$ cat config.mk
export PLATFORM = sky130hd
export DESIGN_NAME = sad_window_writer
export DESIGN_NICKNAME = d
export VERILOG_FILES = /design/src/rtl/sad_window_writer_pkg.sv /design/src/rtl/sad_window_addr_gen.sv /design/src/rtl/sad_window_writer.sv
export SDC_FILE = /design/constraint.sdc
export NUM_CORES = 1
export LEC_CHECK = 0
export BUFFER_PORTS_ARGS = -buffer_cell sky130_fd_sc_hd__buf_2
export CORE_AREA = 3 3 251 253
export CTS_BUF_LIST = sky130_fd_sc_hd__clkbuf_16
export DETAILED_ROUTE_END_ITERATION = 8
export DIE_AREA = 0 0 254 256
export GPL_TIMING_DRIVEN = 0
export PLACE_DENSITY_LB_ADDON = 0.25
export SYNTH_ARGS = -nofsm -noshare
export SYNTH_HDL_FRONTEND = slang
export SYNTH_SLANG_ARGS = --single-unit
$ cat constraint.sdc
create_clock -name Clk -period 3.3 [get_ports Clk]
set_input_delay 0.495 -clock Clk [delete_from_list [all_inputs] [get_ports Clk]]
set_output_delay 0.495 -clock Clk [all_outputs]
set_load 0.01 [all_outputs]
$ cat src/rtl/sad_window_writer_pkg.sv
// Shared constants, FSM encoding and element indexing for the SAD window writer.
// Latency: n/a (declarations only).
// Backpressure: n/a.
package sad_window_writer_pkg;

    localparam int DATA_W = 32;
    localparam int WIN    = 4;
    localparam int ADDR_W = 32;

    typedef enum logic [1:0] {
        IDLE  = 2'b00,
        WRITE = 2'b01,
        DONE  = 2'b10
    } wrState_t;

    // Row-major position of a window element.
    function automatic int unsigned idx(input int unsigned row, input int unsigned col);
        return row * WIN + col;
    endfunction

endpackage

$ cat src/rtl/sad_window_addr_gen.sv
// Row/col walker for a WIN x WIN window: word-aligned byte address, element index, last flag.
// Latency: new position visible the cycle after load/advance; outputs derive from registers only.
// Backpressure: position holds whenever advance is low.
module sad_window_addr_gen #(
    parameter int WIN    = 4,
    parameter int ADDR_W = 32,
    localparam int CNT_W = $clog2(WIN),
    localparam int IDX_W = $clog2(WIN * WIN)
) (
    input  logic              Clk,
    input  logic              Reset,
    input  logic              load,
    input  logic              advance,
    input  logic [ADDR_W-1:0] baseAddr,
    input  logic [ADDR_W-1:0] rowSkip,
    output logic [ADDR_W-1:0] memAddr,
    output logic [IDX_W-1:0]  elemIdx,
    output logic              last
);
    import sad_window_writer_pkg::*;

    localparam logic [CNT_W-1:0] LAST_POS = CNT_W'(WIN - 1);

    logic [CNT_W-1:0]  row;
    logic [CNT_W-1:0]  col;
    logic [ADDR_W-1:0] rowBase;
    logic [ADDR_W-1:0] skipBytes;

    // Walk columns within a row, then step rowBase by the pitch; sums wrap modulo 2^ADDR_W.
    always_ff @(posedge Clk or negedge Reset) begin
        if (!Reset) begin
            row       <= '0;
            col       <= '0;
            rowBase   <= '0;
            skipBytes <= '0;
        end else if (load) begin
            row       <= '0;
            col       <= '0;
            rowBase   <= baseAddr & ~ADDR_W'(3);
            skipBytes <= rowSkip << 2;
        end else if (advance) begin
            if (col == LAST_POS) begin
                col <= '0;
                if (row != LAST_POS) begin
                    row     <= row + CNT_W'(1);
                    rowBase <= rowBase + skipBytes;
                end
            end else begin
                col <= col + CNT_W'(1);
            end
        end
    end

    assign memAddr = rowBase + ADDR_W'({col, 2'b00});
    assign elemIdx = IDX_W'(idx(32'(row), 32'(col)));
    assign last    = (row == LAST_POS) && (col == LAST_POS);

endmodule

$ cat src/rtl/sad_window_writer.sv
// Stores a latched WIN x WIN window to data memory as WIN*WIN single-word writes, row-major.
// Latency: Start at edge 0 -> writes in cycles 1..16 (MemReady high) -> Done pulse in cycle 17.
// Backpressure: MemWrite && !MemReady holds address, data and counters; Start ignored while busy.
module sad_window_writer #(
    parameter int DATA_W = sad_window_writer_pkg::DATA_W,
    parameter int WIN    = sad_window_writer_pkg::WIN,
    parameter int ADDR_W = sad_window_writer_pkg::ADDR_W
) (
    input  logic                      Clk,
    input  logic                      Reset,
    input  logic                      Start,
    input  logic [ADDR_W-1:0]         BaseAddr,
    input  logic [ADDR_W-1:0]         RowSkip,
    input  logic [WIN*WIN*DATA_W-1:0] WinData,
    output logic                      Busy,
    output logic                      Done,
    output logic                      MemWrite,
    output logic [ADDR_W-1:0]         MemAddr,
    output logic [DATA_W-1:0]         MemWriteData,
    input  logic                      MemReady
);
    import sad_window_writer_pkg::*;

    localparam int NUM   = WIN * WIN;
    localparam int IDX_W = $clog2(NUM);

    wrState_t          state;
    wrState_t          nextState;
    logic              load;
    logic              advance;
    logic              last;
    logic [IDX_W-1:0]  elemIdx;
    logic [DATA_W-1:0] winReg [NUM];

    sad_window_addr_gen #(
        .WIN    (WIN),
        .ADDR_W (ADDR_W)
    ) u_addrGen (
        .Clk      (Clk),
        .Reset    (Reset),
        .load     (load),
        .advance  (advance),
        .baseAddr (BaseAddr),
        .rowSkip  (RowSkip),
        .memAddr  (MemAddr),
        .elemIdx  (elemIdx),
        .last     (last)
    );

    // State register; reset aborts any transfer in flight without a Done pulse.
    always_ff @(posedge Clk or negedge Reset) begin
        if (!Reset) begin
            state <= IDLE;
        end else begin
            state <= nextState;
        end
    end

    // Next state plus the load/advance strobes for the address walker.
    always_comb begin
        nextState = state;
        load      = 1'b0;
        advance   = 1'b0;
        case (state)
            IDLE: begin
                if (Start) begin
                    load      = 1'b1;
                    nextState = WRITE;
                end
            end
            WRITE: begin
                if (MemReady) begin
                    advance = 1'b1;
                    if (last) begin
                        nextState = DONE;
                    end
                end
            end
            DONE:    nextState = IDLE;
            default: nextState = IDLE;
        endcase
    end

    // Capture the whole window at acceptance so later input changes cannot leak in.
    always_ff @(posedge Clk or negedge Reset) begin
        if (!Reset) begin
            for (int k = 0; k < NUM; k++) begin
                winReg[k] <= '0;
            end
        end else if (load) begin
            for (int k = 0; k < NUM; k++) begin
                winReg[k] <= WinData[k*DATA_W +: DATA_W];
            end
        end
    end

    assign MemWrite     = (state == WRITE);
    assign Busy         = (state == WRITE);
    assign Done         = (state == DONE);
    assign MemWriteData = winReg[elemIdx];

endmodule

==> impl_metrics.ini <==
[worst_setup_path]
critPathRequiredTime_ns = 2.80
timing.rr.end = winReg[372]
reg2reg_setup_slack_ns = 0.15
critical_path_end_type = output pin
critPathMaxFanout = 4
worstSetupStartpointType = flop
timing.critical_path.cells = clkbuf_16 -> clkbuf_16 -> inv_4 -> fa_2 -> nand3b_1 -> nor2_4 -> nand2b_1 -> inv_2 -> nand2_1 -> xnor2_1 -> buf_4
criticalPathCategory = reg2out
critical-path-top-cell-by-count = sky130_fd_sc_hd__clkbuf_16
rr_worst_depth = 8
max_stage_delay_ns = 0.42
cp_num_buf_inv = 5
cp.arrival_ns = 2.89
path_delay_family = simple AND/OR/NAND/NOR gates
critical_path_cell_with_the_highest_stage_delay = sky130_fd_sc_hd__dfrtp_2
launching_point_of_the_worst_reg2reg_path = state[0]

[sta]
period_minus_slack_ns = 3.38
skew_ns = 0.0160
clock.fmax_mhz = 296
finalCritPeriodShare_pct = 102
worstMarginPinSlew_ns = 1.30
grt_setup_unrepaired = true
drv_slew = 0
fin_hold_ws_ns = 0.0722
post-route-worst-setup-slack_ns = -0.0800
report.final.setup_viol = 29
hold_violations = 0
timing.slew.headroom_pct = 13.2

[logic_synthesis]
synth_edf_count = 0
post_synth_num_cell_types = 60
post_synth_fa_ha_maj_area_fraction_pct = 1.64
ys.flop_type = sky130_fd_sc_hd__dfrtp_1
yosys_warnings = 0
synthXorXnorAreaFrac_pct = 1.65
synth.avg_cell_area_um2 = 9.37
synth_top_family_by_area = simple AND/OR/NAND/NOR gates
share_of_synthesized_cell_area_in_and_or_nand_and_nor_gates_pct = 24.9
muxShareOfSynthArea_pct = 13.2
syn-cell-area_mm2 = 0.0275
synth.ff_latch_count = 578
synth_seq_area_share_pct = 52.5
synth-compound-area-share_pct = 3.38
ys_async_sr_fraction_pct = 100
synth_cells = 2939

[die]
chipWidth_um = 254
initial_core_util_pct = 45.0
core-area_mm2 = 0.0613
boundaryPins = 647
floorplan.die_area_mm2 = 0.0650
dieHeight_um = 256
number_of_cell_rows = 91

[grt]
met2_usage_pct = 55.5
grt_remaining_overflow = 0
grt.busiest_layer = met2
grt.met1_usage_pct = 44.6
gr_util_all_layers_pct = 34.1
met3_usage_pct = 7.90
grt_pass1_vias = 25000
grt_pass1_wl_mm = 161
grt_max_degree = 121
grt_antenna_before_repair = 27

[outcome]
outcome = finished, violations left
violations_in_the_final_reports = negative setup slack

[hold_path]
type_of_the_tightest_min_delay_check = in2reg
min_delay_worst_endpoint = winReg[143]
hold-path-cell-count = 3
hold_path_startpoint = WinData[367]

[run]
cap_viol_max_count = 0

[cells_and_area]
areaGrowthSynthToFinish_pct = 27.5
ratio_of_cells_with_drive_above_1_in_the_final_layout_pct = 27.3
finish.cell_count_without_fillers = 4546
final_nets = 4310
fillers = 5451

[placement]
placement.io_buffers = 640
place_congestion = 0.914
place.detailed.instances = 4375
post-dp-hpwl_mm = 85.8

[cts]
tritoncts = yes
numClockSinks = 578
clk_latency_ns = 0.61
cts_made_buffers = 67
clock_path_buffers = 3
cts.clk_slew.worst_paths_ns = 0.06
clock_tree.root_cell = sky130_fd_sc_hd__clkbuf_16
h-tree-depth = 3

[power_and_ir_drop]
power_leakage_nw = 18.5
power.ir.vdd_worst_mv = 0.479
power.total_mw = 37.1
pd_cells_mw_per_mm2 = 1060

[detailed_routing]
route.detailed.drc = 0
initialDrtViolationCount = 2113
finalWirelength_mm = 112
via_per_inst = 5.46
drt_pass1_iterations = 5
num_vias = 24800
drt.antenna.violating_nets = 0
routed_wire_length_per_instance_um = 24.7
-- where the power goes --
group / leakage, nW / total, mW / switching [mW] / internal (mW)
Combinational: 10.1 / 17.5 / 9.59 / 7.90
Sequential: 7.26 / 12.3 / 2.00 / 10.3
Clock: 1.08 / 7.25 / 3.15 / 4.10
-- sequential cells by signal, summed over array words and instances (netlist names) --
| register | count |
|---|---|
| u_addrGen.col | 2 |
| u_addrGen.skipBytes | 30 |
| winReg | 512 |
| state | 2 |
| u_addrGen.row | 2 |
| u_addrGen.rowBase | 30 |
-- cells in the final DEF (no fill, tap or decap), types with 13 or more instances in the layout --
| master | count |
|---|---|
| sky130_fd_sc_hd__a21o_1 | 14 |
| sky130_fd_sc_hd__a21oi_1 | 34 |
| sky130_fd_sc_hd__a22oi_1 | 15 |
| sky130_fd_sc_hd__buf_12 | 16 |
| sky130_fd_sc_hd__buf_2 | 617 |
| sky130_fd_sc_hd__buf_4 | 36 |
| sky130_fd_sc_hd__buf_6 | 34 |
| sky130_fd_sc_hd__clkbuf_1 | 121 |
| sky130_fd_sc_hd__clkbuf_16 | 74 |
| sky130_fd_sc_hd__dfrtp_1 | 575 |
| sky130_fd_sc_hd__ha_1 | 31 |
| sky130_fd_sc_hd__inv_1 | 25 |
| sky130_fd_sc_hd__mux4_2 | 160 |
| sky130_fd_sc_hd__nand2_1 | 1673 |
| sky130_fd_sc_hd__nor2_1 | 28 |
| sky130_fd_sc_hd__o21ai_0 | 26 |
| sky130_fd_sc_hd__o21ai_1 | 13 |
| sky130_fd_sc_hd__xnor2_1 | 33 |
| sky130_fd_sc_hd__xor2_1 | 14 |
-- layer usage --
metal	up-vias	share of wire, %
li1	11100	-
met5	-	0.19
met2	1176	48
met3	259	8.0
met4	28	4.2
met1	12300	40
-- cells in the mapped netlist, drive strengths merged (3+ instances only) --
master  number  area, um^2
nand2     1675        6290
dfrtp      578       14500
mux4       160        3600
clkbuf     146         552
o21ai       40         204
xnor2       38         333
a21oi       35         179
ha          33         413
buf         32         163
nor2        32         120
nand3       16        80.1
a22oi       15         113
a21o        14         105
xor2        14         123
and3        12        80.1
inv         12        45.0
nand4       10        62.6
nor3         7        35.0
a31oi        6        37.5
nor2b        5        31.3
a211oi       4        35.0
o21a         4        30.0
and2         3        18.8
and4         3        27.5
nand2b       3        18.8
nand3b       3        22.5
o21bai       3        22.5
o31a         3        26.3
or3          3        20.0
-- cells by family after synthesis --
kind of cell / after synthesis
and+or+nand+nor: 1778
muxes: 162
adders and majority gates: 35
AOI/OAI and AO/OA: 143
xor gates and xnor gates: 52
other: 1
buffers and inverters: 190
DFF: 578
-- cell type report --
| class | instances | area (um^2) | share of cell area, % |
|---|---|---|---|
| Inverter | 12 | 47.5 | 0.135 |
| Multi-Input combinational cell | 2172 | 12400 | 35.4 |
| Sequential cell | 578 | 14500 | 41.2 |
| Clock buffer | 70 | 1750 | 4.99 |
| Timing Repair Buffer | 689 | 4020 | 11.5 |
| Buffer | 175 | 1020 | 2.91 |
| Clock inverter | 48 | 338 | 0.962 |
| Antenna cell | 12 | 30.0 | 0.0855 |
| Tap cell | 790 | 988 | 2.82 |
-- tightest hold or removal path: stages --
cell and delay (ns):
sky130_fd_sc_hd__buf_2 0.07, sky130_fd_sc_hd__nand2_1 0.04, sky130_fd_sc_hd__nand2_1 0.04
-- repair_timing --
| action | in CTS | in global routing |
|---|---|---|
| endpoints found under the setup margin | 55 | 48 |
| resized for setup | 166 | 61 |
| hold buffers | 1 | 0 |
| setup buffers | 19 | 21 |
| pin swaps | 6 | 12 |
| hold endpoints to repair | 88 | 0 |
| gates cloned | 3 | 1 |
-- worst max path at each step --
stage	start	endpoint	slack (ns)	cells after the start
2_1_floorplan	u_addrGen.col[1]	MemAddr[26]	0.27	10
3_3_place_gp	Reset	winReg[170]	-10.65	1
3_5_place_dp	u_addrGen.col[1]	MemAddr[30]	-1.61	11
4_1_cts	u_addrGen.col[0]	MemAddr[16]	-0.11	10
5_1_grt	u_addrGen.col[0]	MemAddr[26]	-0.19	11
6_report	u_addrGen.col[1]	MemAddr[30]	-0.08	11
-- metrics by stage --
stage               utilization, %  worst slack, ns  TNS [ns]  cell area (um^2)
finish                        57.3          -0.0800     -1.13             35100
global route                  57.3           -0.191     -4.42             35100
CTS                           56.6           -0.114     -2.33             34700
detailed placement            52.1            -1.61    -44.32             31900
global placement              51.8           -10.65  -6160.20             31700
floorplan                        -            0.275         0             27500
(Power assumes the default switching activity.)
